$ cat config.mk
export PLATFORM = sky130hd
export DESIGN_NAME = spmv_csr_engine_flat
export DESIGN_NICKNAME = d
export VERILOG_FILES = /design/src/rtl/spmv_pkg.sv /design/src/rtl/spmv_if.sv /design/src/rtl/spmv_mac_sat.sv /design/src/rtl/spmv_csr_engine.sv /design/src/flat_wrapper.sv
export SDC_FILE = /design/constraint.sdc
export NUM_CORES = 2
export LEC_CHECK = 0
export BUFFER_PORTS_ARGS = -buffer_cell sky130_fd_sc_hd__buf_4
export CAP_MARGIN = 20
export CORE_MARGIN = 4
export CORE_UTILIZATION = 45
export CTS_BUF_LIST = sky130_fd_sc_hd__clkbuf_4
export DETAILED_ROUTE_END_ITERATION = 6
export PLACE_DENSITY = 0.62
export SYNTH_ARGS = -nofsm -noshare
export SYNTH_HDL_FRONTEND = slang
export SYNTH_SLANG_ARGS = --single-unit
$ cat constraint.sdc
create_clock -name clk -period 11.3 [get_ports clk]
set_input_delay 0.565 -clock clk [delete_from_list [all_inputs] [get_ports clk]]
set_output_delay 0.565 -clock clk [all_outputs]
set_load 0.02 [all_outputs]
$ cat src/rtl/spmv_pkg.sv
// -----------------------------------------------------------------------------
// spmv_pkg: shared definitions for the CSR sparse matrix-vector engine.
//   - state_e     : engine FSM encoding
//   - RD_LAT      : read latency of every external RAM (cycles)
//   - DRAIN_CYC   : cycles needed to retire in-flight products after MAC
//   - sat_max/min : two's-complement limits for an accumulator of width w
// -----------------------------------------------------------------------------
package spmv_pkg;

  typedef enum logic [2:0] {
    S_IDLE  = 3'd0,
    S_PTR0  = 3'd1,
    S_PTR1  = 3'd2,
    S_ROW   = 3'd3,
    S_MAC   = 3'd4,
    S_DRAIN = 3'd5,
    S_EMIT  = 3'd6,
    S_FIN   = 3'd7
  } state_e;

  localparam int RD_LAT    = 1;
  localparam int DRAIN_CYC = 2 * RD_LAT;

  // Wide enough for any accumulator width the engine is built with;
  // callers truncate to their own width.
  localparam int SAT_W = 128;

  function automatic logic [SAT_W-1:0] sat_max(input int unsigned w);
    return (SAT_W'(1'b1) << (w - 1)) - SAT_W'(1'b1);
  endfunction

  function automatic logic [SAT_W-1:0] sat_min(input int unsigned w);
    return SAT_W'(1'b1) << (w - 1);
  endfunction

endpackage

$ cat src/rtl/spmv_if.sv
// -----------------------------------------------------------------------------
// spmv_if: RAM read ports and y result stream of the SpMV engine.
//   rp_*  : row-pointer RAM     val_* : value RAM
//   col_* : column-index RAM    x_*   : x vector RAM
//   y_*   : result stream (valid/ready)
// master = engine side, slave = RAMs + result consumer.
// -----------------------------------------------------------------------------
interface spmv_if #(
  parameter int DATA_W = 32,
  parameter int IDX_W  = 14,
  parameter int ACC_W  = 64
);
  logic        [IDX_W-1:0]  rp_addr;
  logic        [IDX_W-1:0]  rp_data;
  logic        [IDX_W-1:0]  val_addr;
  logic signed [DATA_W-1:0] val_data;
  logic        [IDX_W-1:0]  col_addr;
  logic        [DATA_W-1:0] col_data;
  logic        [IDX_W-1:0]  x_addr;
  logic signed [DATA_W-1:0] x_data;
  logic signed [ACC_W-1:0]  y_data;
  logic        [IDX_W-1:0]  y_row;
  logic                     y_valid;
  logic                     y_ready;
  logic                     y_zero;

  modport master (
    output rp_addr, val_addr, col_addr, x_addr, y_data, y_row, y_valid, y_zero,
    input  rp_data, val_data, col_data, x_data, y_ready
  );

  modport slave (
    input  rp_addr, val_addr, col_addr, x_addr, y_data, y_row, y_valid, y_zero,
    output rp_data, val_data, col_data, x_data, y_ready
  );
endinterface

$ cat src/rtl/spmv_mac_sat.sv
// -----------------------------------------------------------------------------
// spmv_mac_sat: 2-stage signed multiply / accumulate pipe.
//   stage 1 registers val_in (with in_valid); stage 2 multiplies by x_in,
//   which arrives one cycle after val_in, and adds into the accumulator.
//   clr        : zero the accumulator (wins over an add)
//   acc        : accumulator (registered)
//   ovf_pulse  : combinational, high in the cycle an add overflows
// SATURATE=1 clamps on overflow, SATURATE=0 wraps.
// -----------------------------------------------------------------------------
module spmv_mac_sat
  import spmv_pkg::*;
#(
  parameter int DATA_W   = 32,
  parameter int ACC_W    = 64,
  parameter bit SATURATE = 1'b1
) (
  input  logic                     clk,
  input  logic                     reset,
  input  logic                     clr,
  input  logic                     in_valid,
  input  logic signed [DATA_W-1:0] val_in,
  input  logic signed [DATA_W-1:0] x_in,
  output logic signed [ACC_W-1:0]  acc,
  output logic                     ovf_pulse
);
  localparam int PROD_W = 2 * DATA_W;

  logic signed [DATA_W-1:0] val_q, val_d;
  logic                     v_q, v_d;
  logic signed [ACC_W-1:0]  acc_q, acc_d;
  logic signed [PROD_W-1:0] prod_s;
  logic signed [ACC_W-1:0]  prod_ext_s;
  logic signed [ACC_W-1:0]  sum_s;
  logic                     ovf_s;

  // Product, sign-extended sum and signed-overflow detection.
  always_comb begin
    val_d      = val_in;
    v_d        = in_valid;
    prod_s     = PROD_W'(val_q) * PROD_W'(x_in);
    prod_ext_s = ACC_W'(prod_s);
    sum_s      = acc_q + prod_ext_s;
    // Overflow only when both addends share a sign the result lacks.
    ovf_s      = (acc_q[ACC_W-1] == prod_ext_s[ACC_W-1]) &&
                 (sum_s[ACC_W-1] != acc_q[ACC_W-1]);
    acc_d      = acc_q;
    ovf_pulse  = 1'b0;
    if (clr) begin
      acc_d = '0;
    end else if (v_q) begin
      ovf_pulse = ovf_s;
      if (ovf_s && SATURATE) begin
        acc_d = prod_ext_s[ACC_W-1] ? ACC_W'(sat_min(ACC_W)) : ACC_W'(sat_max(ACC_W));
      end else begin
        acc_d = sum_s;
      end
    end else begin
      acc_d = acc_q;
    end
  end

  // Pipeline and accumulator registers.
  always_ff @(posedge clk or negedge reset) begin
    if (!reset) begin
      val_q <= '0;
      v_q   <= 1'b0;
      acc_q <= '0;
    end else begin
      val_q <= val_d;
      v_q   <= v_d;
      acc_q <= acc_d;
    end
  end

  assign acc = acc_q;

endmodule

$ cat src/rtl/spmv_csr_engine.sv
// -----------------------------------------------------------------------------
// spmv_csr_engine: y = A*x with A in CSR form (row pointers, values, column
// indices) and x held in external 1-cycle-latency RAMs.
//   clk, reset (async, active low)
//   start/num_rows : run request, sampled in IDLE
//   busy/done      : run in progress / one-cycle end-of-run pulse
//   ovf/err        : sticky overflow and malformed-CSR flags, cleared on start
//   bus (master)   : RAM address/data ports and y valid/ready stream
// -----------------------------------------------------------------------------
module spmv_csr_engine
  import spmv_pkg::*;
#(
  parameter int DATA_W   = 32,
  parameter int IDX_W    = 14,
  parameter int ACC_W    = 64,
  parameter bit SATURATE = 1'b1
) (
  input  logic             clk,
  input  logic             reset,
  input  logic             start,
  input  logic [IDX_W-1:0] num_rows,
  output logic             busy,
  output logic             done,
  output logic             ovf,
  output logic             err,
  spmv_if.master           bus
);
  state_e           state_q, state_d;
  logic [IDX_W-1:0] num_rows_q, num_rows_d;
  logic [IDX_W-1:0] r_q, r_d;
  logic [IDX_W-1:0] p_start_q, p_start_d;
  logic [IDX_W-1:0] p_end_q, p_end_d;
  logic [IDX_W-1:0] rp_addr_q, rp_addr_d;
  logic [IDX_W-1:0] val_addr_q, val_addr_d;
  logic [1:0]       drain_q, drain_d;
  logic             mac_v_q, mac_v_d;
  logic             busy_q, busy_d, done_q, done_d;
  logic             ovf_q, ovf_d, err_q, err_d;
  logic             y_valid_q, y_valid_d, y_zero_q, y_zero_d;
  logic             acc_clr_s, mac_ovf_s;
  logic signed [ACC_W-1:0] acc_s;
  logic             col_hi_unused;

  // Next-state and datapath control.
  always_comb begin
    state_d    = state_q;
    num_rows_d = num_rows_q;
    r_d        = r_q;
    p_start_d  = p_start_q;
    p_end_d    = p_end_q;
    rp_addr_d  = rp_addr_q;
    val_addr_d = val_addr_q;
    drain_d    = drain_q;
    y_zero_d   = y_zero_q;
    err_d      = err_q;
    ovf_d      = ovf_q | mac_ovf_s;
    mac_v_d    = (state_q == S_MAC);
    acc_clr_s  = 1'b0;
    case (state_q)
      S_IDLE: begin
        if (start) begin
          num_rows_d = num_rows;
          ovf_d      = 1'b0;
          err_d      = 1'b0;
          r_d        = '0;
          rp_addr_d  = '0;
          if (num_rows == '0) begin
            state_d = S_FIN;
          end else begin
            state_d = S_PTR0;
          end
        end else begin
          state_d = S_IDLE;
        end
      end
      S_PTR0: begin
        rp_addr_d = IDX_W'(1);
        state_d   = S_PTR1;
      end
      S_PTR1: begin
        p_start_d = bus.rp_data;
        state_d   = S_ROW;
      end
      S_ROW: begin
        p_end_d   = bus.rp_data;
        acc_clr_s = 1'b1;
        if (bus.rp_data < p_start_q) begin
          err_d   = 1'b1;
          state_d = S_FIN;
        end else if (bus.rp_data == p_start_q) begin
          y_zero_d  = 1'b1;
          // Pre-address rp[r+2] so it is ready when the next row starts.
          rp_addr_d = r_q + IDX_W'(2);
          state_d   = S_EMIT;
        end else begin
          y_zero_d   = 1'b0;
          val_addr_d = p_start_q;
          state_d    = S_MAC;
        end
      end
      S_MAC: begin
        val_addr_d = val_addr_q + IDX_W'(1);
        if (val_addr_q + IDX_W'(1) == p_end_q) begin
          drain_d = 2'd0;
          state_d = S_DRAIN;
        end else begin
          state_d = S_MAC;
        end
      end
      S_DRAIN: begin
        if (drain_q == 2'(DRAIN_CYC - 1)) begin
          rp_addr_d = r_q + IDX_W'(2);
          state_d   = S_EMIT;
        end else begin
          drain_d = drain_q + 2'd1;
        end
      end
      S_EMIT: begin
        if (bus.y_ready) begin
          r_d       = r_q + IDX_W'(1);
          p_start_d = p_end_q;
          if (r_q + IDX_W'(1) == num_rows_q) begin
            state_d = S_FIN;
          end else begin
            state_d = S_ROW;
          end
        end else begin
          state_d = S_EMIT;
        end
      end
      S_FIN: begin
        state_d = S_IDLE;
      end
      default: begin
        state_d = S_IDLE;
      end
    endcase
    busy_d    = (state_d != S_IDLE) && (state_d != S_FIN);
    done_d    = (state_d == S_FIN);
    y_valid_d = (state_d == S_EMIT);
  end

  // State and output registers.
  always_ff @(posedge clk or negedge reset) begin
    if (!reset) begin
      state_q    <= S_IDLE;
      num_rows_q <= '0;
      r_q        <= '0;
      p_start_q  <= '0;
      p_end_q    <= '0;
      rp_addr_q  <= '0;
      val_addr_q <= '0;
      drain_q    <= 2'd0;
      mac_v_q    <= 1'b0;
      busy_q     <= 1'b0;
      done_q     <= 1'b0;
      ovf_q      <= 1'b0;
      err_q      <= 1'b0;
      y_valid_q  <= 1'b0;
      y_zero_q   <= 1'b0;
    end else begin
      state_q    <= state_d;
      num_rows_q <= num_rows_d;
      r_q        <= r_d;
      p_start_q  <= p_start_d;
      p_end_q    <= p_end_d;
      rp_addr_q  <= rp_addr_d;
      val_addr_q <= val_addr_d;
      drain_q    <= drain_d;
      mac_v_q    <= mac_v_d;
      busy_q     <= busy_d;
      done_q     <= done_d;
      ovf_q      <= ovf_d;
      err_q      <= err_d;
      y_valid_q  <= y_valid_d;
      y_zero_q   <= y_zero_d;
    end
  end

  spmv_mac_sat #(
    .DATA_W  (DATA_W),
    .ACC_W   (ACC_W),
    .SATURATE(SATURATE)
  ) u_mac (
    .clk      (clk),
    .reset    (reset),
    .clr      (acc_clr_s),
    .in_valid (mac_v_q),
    .val_in   (bus.val_data),
    .x_in     (bus.x_data),
    .acc      (acc_s),
    .ovf_pulse(mac_ovf_s)
  );

  // Only the low IDX_W bits of a column word address x.
  assign col_hi_unused = ^bus.col_data[DATA_W-1:IDX_W];

  assign busy         = busy_q;
  assign done         = done_q;
  assign ovf          = ovf_q;
  assign err          = err_q;
  assign bus.rp_addr  = rp_addr_q;
  assign bus.val_addr = val_addr_q;
  assign bus.col_addr = val_addr_q;
  // Column data returned for an issued nonzero becomes the x address.
  assign bus.x_addr   = mac_v_q ? bus.col_data[IDX_W-1:0] : '0;
  assign bus.y_data   = acc_s;
  assign bus.y_row    = r_q;
  assign bus.y_valid  = y_valid_q;
  assign bus.y_zero   = y_zero_q;

endmodule
$ cat src/flat_wrapper.sv
// flat-port wrapper written by rule: the top's interface ports become plain ports
module spmv_csr_engine_flat import spmv_pkg::*;
#(
  parameter int DATA_W   = 32,
  parameter int IDX_W    = 14,
  parameter int ACC_W    = 64,
  parameter bit SATURATE = 1'b1
)
  (clk, reset, start, num_rows, busy, done, ovf, err, bus_rp_addr, bus_val_addr, bus_col_addr, bus_x_addr, bus_y_data, bus_y_row, bus_y_valid, bus_y_zero, bus_rp_data, bus_val_data, bus_col_data, bus_x_data, bus_y_ready);
  spmv_if #(.DATA_W(DATA_W), .IDX_W(IDX_W), .ACC_W(ACC_W)) bus_i ();
  input  logic clk;
  input  logic reset;
  input  logic start;
  input  logic [IDX_W-1:0] num_rows;
  output logic busy;
  output logic done;
  output logic ovf;
  output logic err;
  output wire logic [$bits(bus_i.rp_addr)-1:0] bus_rp_addr;
  output wire logic [$bits(bus_i.val_addr)-1:0] bus_val_addr;
  output wire logic [$bits(bus_i.col_addr)-1:0] bus_col_addr;
  output wire logic [$bits(bus_i.x_addr)-1:0] bus_x_addr;
  output wire logic [$bits(bus_i.y_data)-1:0] bus_y_data;
  output wire logic [$bits(bus_i.y_row)-1:0] bus_y_row;
  output wire logic [$bits(bus_i.y_valid)-1:0] bus_y_valid;
  output wire logic [$bits(bus_i.y_zero)-1:0] bus_y_zero;
  input wire logic [$bits(bus_i.rp_data)-1:0] bus_rp_data;
  input wire logic [$bits(bus_i.val_data)-1:0] bus_val_data;
  input wire logic [$bits(bus_i.col_data)-1:0] bus_col_data;
  input wire logic [$bits(bus_i.x_data)-1:0] bus_x_data;
  input wire logic [$bits(bus_i.y_ready)-1:0] bus_y_ready;
  assign bus_rp_addr = bus_i.rp_addr;
  assign bus_val_addr = bus_i.val_addr;
  assign bus_col_addr = bus_i.col_addr;
  assign bus_x_addr = bus_i.x_addr;
  assign bus_y_data = bus_i.y_data;
  assign bus_y_row = bus_i.y_row;
  assign bus_y_valid = bus_i.y_valid;
  assign bus_y_zero = bus_i.y_zero;
  assign bus_i.rp_data = bus_rp_data;
  assign bus_i.val_data = bus_val_data;
  assign bus_i.col_data = bus_col_data;
  assign bus_i.x_data = bus_x_data;
  assign bus_i.y_ready = bus_y_ready;
  spmv_csr_engine #(.DATA_W(DATA_W), .IDX_W(IDX_W), .ACC_W(ACC_W), .SATURATE(SATURATE)) u_core (.clk(clk), .reset(reset), .start(start), .num_rows(num_rows), .busy(busy), .done(done), .ovf(ovf), .err(err), .bus(bus_i));
endmodule
Word level (Yosys, flattened, before mapping) --
Index checks and enable logic that the tools add are counted.
Storage, ports and cells: register bits 193, bits of input ports 128, output and inout bits 140
Operators by class: $add $sub $neg 5, multipliers 1, order comparisons 1, equal/unequal tests 25, multiplexer cells 38, bitwise gates (word level) 2, reduce and logical (&&, ||, !) cells 20
Operators by type and width (number):
- $mux 64 | 4
- $mux 14 | 9
- $pmux 14 s2 | 3
- $add 64x64->64 | 1
- $mul 32x32->64 | 1
- $pmux 14 s4 | 1
- $eq 14x14->1 | 3
- $add 14x1->14 const B | 2
- $pmux 3 s8 | 1
- $eq 3x3->1 const B | 6
- $mux 3 | 6
- $add 14x2->14 const B | 1
- $logic_not 14->1 | 1
- $lt 14x14->1 | 1
- $ne 2x2->1 const B | 6
- $reduce_and 3->1 | 4
- $reduce_bool 2->1 | 6
- $mux 1 | 9
- $eq 3x2->1 const B | 2
- $mux 2 | 3
- $ne 2x1->1 const B | 3
- $reduce_and 2->1 | 3
- $reduce_and 5->1 | 1
- $pmux 2 s2 | 1
- other kinds (13) | 14

Depth between registers and ports, before layout --
depth in word-level cells 9, mapped depth 49, gate-level depth less buffers 46

Cells and area by module --
From an unflattened synthesis, not the netlist that was laid out.
Second synthesis, totals: cells, all modules 5370, area total of the unflattened synthesis 48891.9 um^2
By module, submodules not included:
- spmv_mac_sat | instances 1, cells an instance 4695, area an instance 42953.7 um^2, seq. area each 2427.3 um^2
- spmv_csr_engine | instances 1, cells an instance 675, area an instance 5938.2 um^2, seq. area each 2402.3 um^2

Worst setup path after synthesis --
OpenSTA, ideal clock, no wires.
path kind in2reg, start point in bus_x_data[5], end point reg u_core.u_mac.acc_q[4] (netlist: u_core.u_mac.acc[4]), arrival time 10853 ps, slack 311 ps, stages 42, cells stage by stage clkbuf_1 > nand2_1 > inv_1 > fa_1 > fa_1 > fa_1 > fa_1 > inv_1 > fa_1 > inv_1 > fa_1 > fa_1 > fa_1 > ha_1 > a21o_1 > a21o_1 > a21o_1 > a21oi_1 > [6 not listed] > ha_1 > clkbuf_1 > a21oi_1 > and2_1 > a21boi_0 > o21ai_1 > nand2b_1 > nand2b_1 > a21oi_1 > fa_1 > nand2_1 > a211oi_1 > a31oi_1 > a21bo_1 > buf_4 > buf_4 > o211ai_1 > a21oi_1
On the way: word-level cells in the longest chain between the ends 7, elaborated cells between the ends (all ways) 9, those cells by class add/sub: 1; mul: 1; eq/ne: 2; mux: 4; reduce/logical: 1
RTL lines:
- start, declared | RTL line flat_wrapper.sv:30 | input wire logic [$bits(bus_i.x_data)-1:0] bus_x_data;
- $mul 32x32->64 (*) | RTL line spmv_mac_sat.sv:40 | prod_s = PROD_W'(val_q) * PROD_W'(x_in);
- $add 64x64->64 | RTL line spmv_mac_sat.sv:42 | sum_s = acc_q + prod_ext_s;
- $ne 1x1->1 | RTL line spmv_mac_sat.sv:45 | (sum_s[ACC_W-1] != acc_q[ACC_W-1]);
- $logic_and 1x1->1 | RTL line spmv_mac_sat.sv:44 | ovf_s = (acc_q[ACC_W-1] == prod_ext_s[ACC_W-1]) &&
- $mux 64 (*) | RTL line spmv_mac_sat.sv:52 | if (ovf_s && SATURATE) begin
- $mux 64 (*) | RTL line spmv_mac_sat.sv:50 | end else if (v_q) begin
- $mux 64 (*) | RTL line spmv_mac_sat.sv:48 | if (clr) begin
- end signal, assigned | RTL line spmv_mac_sat.sv:67 | acc_q <= '0;
- end signal, assigned | RTL line spmv_mac_sat.sv:71 | acc_q <= acc_d;
- end, declared | RTL line spmv_mac_sat.sv:30 | logic signed [ACC_W-1:0] acc_q, acc_d;
Every way passes the cells marked *; elsewhere a longest branch is shown, timed or not. The select of a mux whose other input is x is not followed. A chain may end at the register's enable or synchronous reset.

Final worst setup path --
start point reg u_core.u_mac.val_q[16], end point reg u_core.u_mac.acc_q[24] (netlist: u_core.u_mac.acc[24])
On the way: word-level cells in the longest chain between the ends 7, elaborated cells between the ends (all ways) 9, those cells by class add/sub: 1; mul: 1; eq/ne: 2; mux: 4; reduce/logical: 1
RTL lines:
- start, declared | RTL line spmv_mac_sat.sv:28 | logic signed [DATA_W-1:0] val_q, val_d;
- start signal, assigned | RTL line spmv_mac_sat.sv:69 | val_q <= val_d;
- $mul 32x32->64 (*) | RTL line spmv_mac_sat.sv:40
- $add 64x64->64 | RTL line spmv_mac_sat.sv:42
- $ne 1x1->1 | RTL line spmv_mac_sat.sv:45
- $logic_and 1x1->1 | RTL line spmv_mac_sat.sv:44
- $mux 64 (*) | RTL line spmv_mac_sat.sv:52
- $mux 64 (*) | RTL line spmv_mac_sat.sv:50
- $mux 64 (*) | RTL line spmv_mac_sat.sv:48
Marks and branches as above.

==> out/metrics.yaml <==
synth:
  synth_fa_ha_area_frac: 0.510
  synth_edf_count: 0
  yosysWarnings: 0
  netlist_area_um2: 49100
  ys_ff_latch: 193
  synth_top_family_by_area: "adder cells"
  netlist_instances: 5344
  syn_area_per_cell_um2: 9.18
  synth_xor_area_frac: 0.0339
  synth_compound_area_frac: 0.0858
  synth.distinct_cells: 95
  synthMuxAreaShare: 0.00380
  yosysSeqAreaShare: 0.0984
  async_flop_share: 1.00
  synth-simple-area-share: 0.164
  synthesis.nets: 6821
  ys.flop_type: "dfrtp_1"
clock_tree:
  clk-insertion-delay-late_ns: 0.86
  cts_sinks: 193
  clock_path_buffers: 2
  cts_tree: "built"
  cts-root-buf: "clkbuf_4"
  cts-htree-levels: 4
  cts_inserted_buffers: 17
  clk_pin_slew_worst_paths_ns: 0.30
sta:
  final.min_clock_period_ns: 10.95
  max_freq_mhz: 91.3
  hold_viol_final: 0
  holdWs_ns: 0.280
  tightest_slew_ns: 1.05
  setup_viol: 0
  slew_headroom: 0.299
  fin_crit_sh: 0.969
  fin_skew_ns: 0.0908
  slew_violations: 0
place:
  dp_hpwl_mm: 112
  gp_routability_congestion: 0.910
  portBuffers: 249
global_routing:
  grt_max_degree: 115
  grtUsageTotal: 0.237
  grt_overflow: 0
  antenna_found_initial: 5
  grt_pass1_vias: 39537
  grt_pass1_wl_mm: 217
outcome:
  outcome: "finished, final reports clean"
drt:
  wire_per_inst_um: 18.9
  drt_iter0_drc: 1983
  first_pass_iters: 5
  drcViolationCount: 0
  vias: 37230
  antenna_left: 0
  vias_per_cell: 5.27
  wirelength_mm: 133
finish:
  fin_nets: 7121
  drive_above_1_share: 0.126
  seqCellArea_um2: 4850
  multi_input_area_um2: 39400
  mostFrequentLayoutCell: "fa_1"
  final_cell_mix: "fa_1, inv_1, nand2_1, buf_4, and2_1"
  fill_cells: 10001
  area_growth_pct: 12.2
die:
  core-area_um2: 108000
  start_util: 0.456
  die_w_um: 338
  die_h_um: 338
  rows: 120
  ioPinCount: 268
  die_area_um2: 114000
worst_setup_path:
  cp-start-kind: "flop"
  reg2reg_depth: 44
  crit_fanout: 12
  arrival_ns: 11.73
  max_stage_delay_ns: 0.56
  path_class: "flop to flop"
  cpMaxStageDelayCell: "fa_1"
  worst_setup_path_end_kind: "flop"
  crit_top_cell: "fa_1"
  cp.required_ns: 12.07
worst_hold_path:
  hold_class: "input pin to flop"
  whs_path_depth: 3
run:
  maxCapViolCount: 0
cell families after synthesis:
logic type / Yosys count
buffers and inverters: 1318
muxes: 17
DFF: 193
and+or+nand+nor: 1638
adders and majority gates: 1349
AOI/OAI and AO/OA: 641
xor gates and xnor gates: 188
synthesized netlist by cell type, types with 13 or more instances:
library cell  instances  area [µm²]
xnor2_1             111         972
and3_1               29         181
nor3_1               18        90.1
o21ai_1              19        95.1
o211ai_2             13         163
o21ai_0             138         691
nand4_1              32         200
a21o_1               55         413
o21a_1               24         180
nor2_1              126         473
nand2b_1             60         375
ha_1                265        3320
o31ai_1              21         158
a211oi_1             17         128
and2_1              501        3130
a21oi_1             184         921
a31oi_1              17         106
xor2_1               75         657
o22ai_1              21         131
buf_4                19         143
nand3_1              57         285
o21bai_1             24         180
dfrtp_1             193        4830
mux2_2               13         146
fa_1               1084       21700
inv_1              1009        3790
nor2b_1              15        93.8
clkbuf_1            243         912
buf_2                29         145
nand2_1             745        2800
o211ai_1             31         233
state kept, by name, summed over array words and instances (netlist names), 2 cells and up:
register / cells
u_core.u_mac.acc: 64
u_core.u_mac.val_q: 32
u_core.bus.col_addr: 14
u_core.bus.rp_addr: 14
u_core.bus.y_row: 14
u_core.num_rows_q: 14
u_core.p_end_q: 14
u_core.p_start_q: 14
u_core.state_q: 3
u_core.drain_q: 2
routing by layer:
metal / wire, µm / global-route usage / part of all wire
met1: 55600 / 0.313 / 0.42
met2: 67500 / 0.414 / 0.51
met3: 7370 / 0.0369 / 0.055
met4: 2990 / 0.0512 / 0.022
met5: 13 / 0 / 0.000097
worst max-delay path, delay by kind of cell, from the launching register on:
kind,cells,cell delay [ns]
fa+ha+maj,11,5.24
compound gates,14,2.12
simple gates,13,2.05
buf+inv,5,0.69
flops,1,0.55
xor+xnor,1,0.18
stage by stage:
stage	setup TNS, ns	utilization	cells	cell area (µm²)	setup slack [ns]
4_1_cts	0	0.507	7044	54600	0.000867
3_3_place_gp	0	0.498	6950	53600	0.0842
2_1_floorplan	0	-	5344	49100	0.311
5_1_grt	-1.51	0.512	7063	55100	-0.0799
6_report	0	0.512	7063	55100	0.348
3_5_place_dp	0	0.498	6950	53600	0.0410
what timing repair did:
item,CTS,global route
pin swaps,0,35
hold buffers,62,0
buffers inserted,0,13
endpoints found under the hold margin,189,0
setup endpoints to repair,3,64
resized for setup,2,90
cloned,0,3
layout make-up:
type	instances	area share
inverter	1009	0.0688
tap	1403	0.0319
timing repair buffer	590	0.0885
antenna	3	0.000136
clock buffer	17	0.00232
clock inverter	15	0.00423
multi-input combinational	3833	0.716
sequential	193	0.0882
worst paths after layout:
check / startpoint / end / slack (ns)
setup / recovery: u_core.u_mac.val_q[16] / u_core.u_mac.acc[24] / 0.35
max in group asynchronous: reset / u_core.u_mac.v_q / 9.51
min in group asynchronous: reset / u_core.u_mac.val_q[24] / 0.35
hold / removal: start / u_core.err / 0.28
setup reg to reg: u_core.u_mac.val_q[16] / u_core.u_mac.acc[24] / 0.35
hold reg to reg: u_core.bus.rp_addr[11] / u_core.bus.rp_addr[11] / 0.52
Power is left out: the tool's default activity adds up to more than one toggle a clock period on the data nets, which glitch-free logic cannot reach.
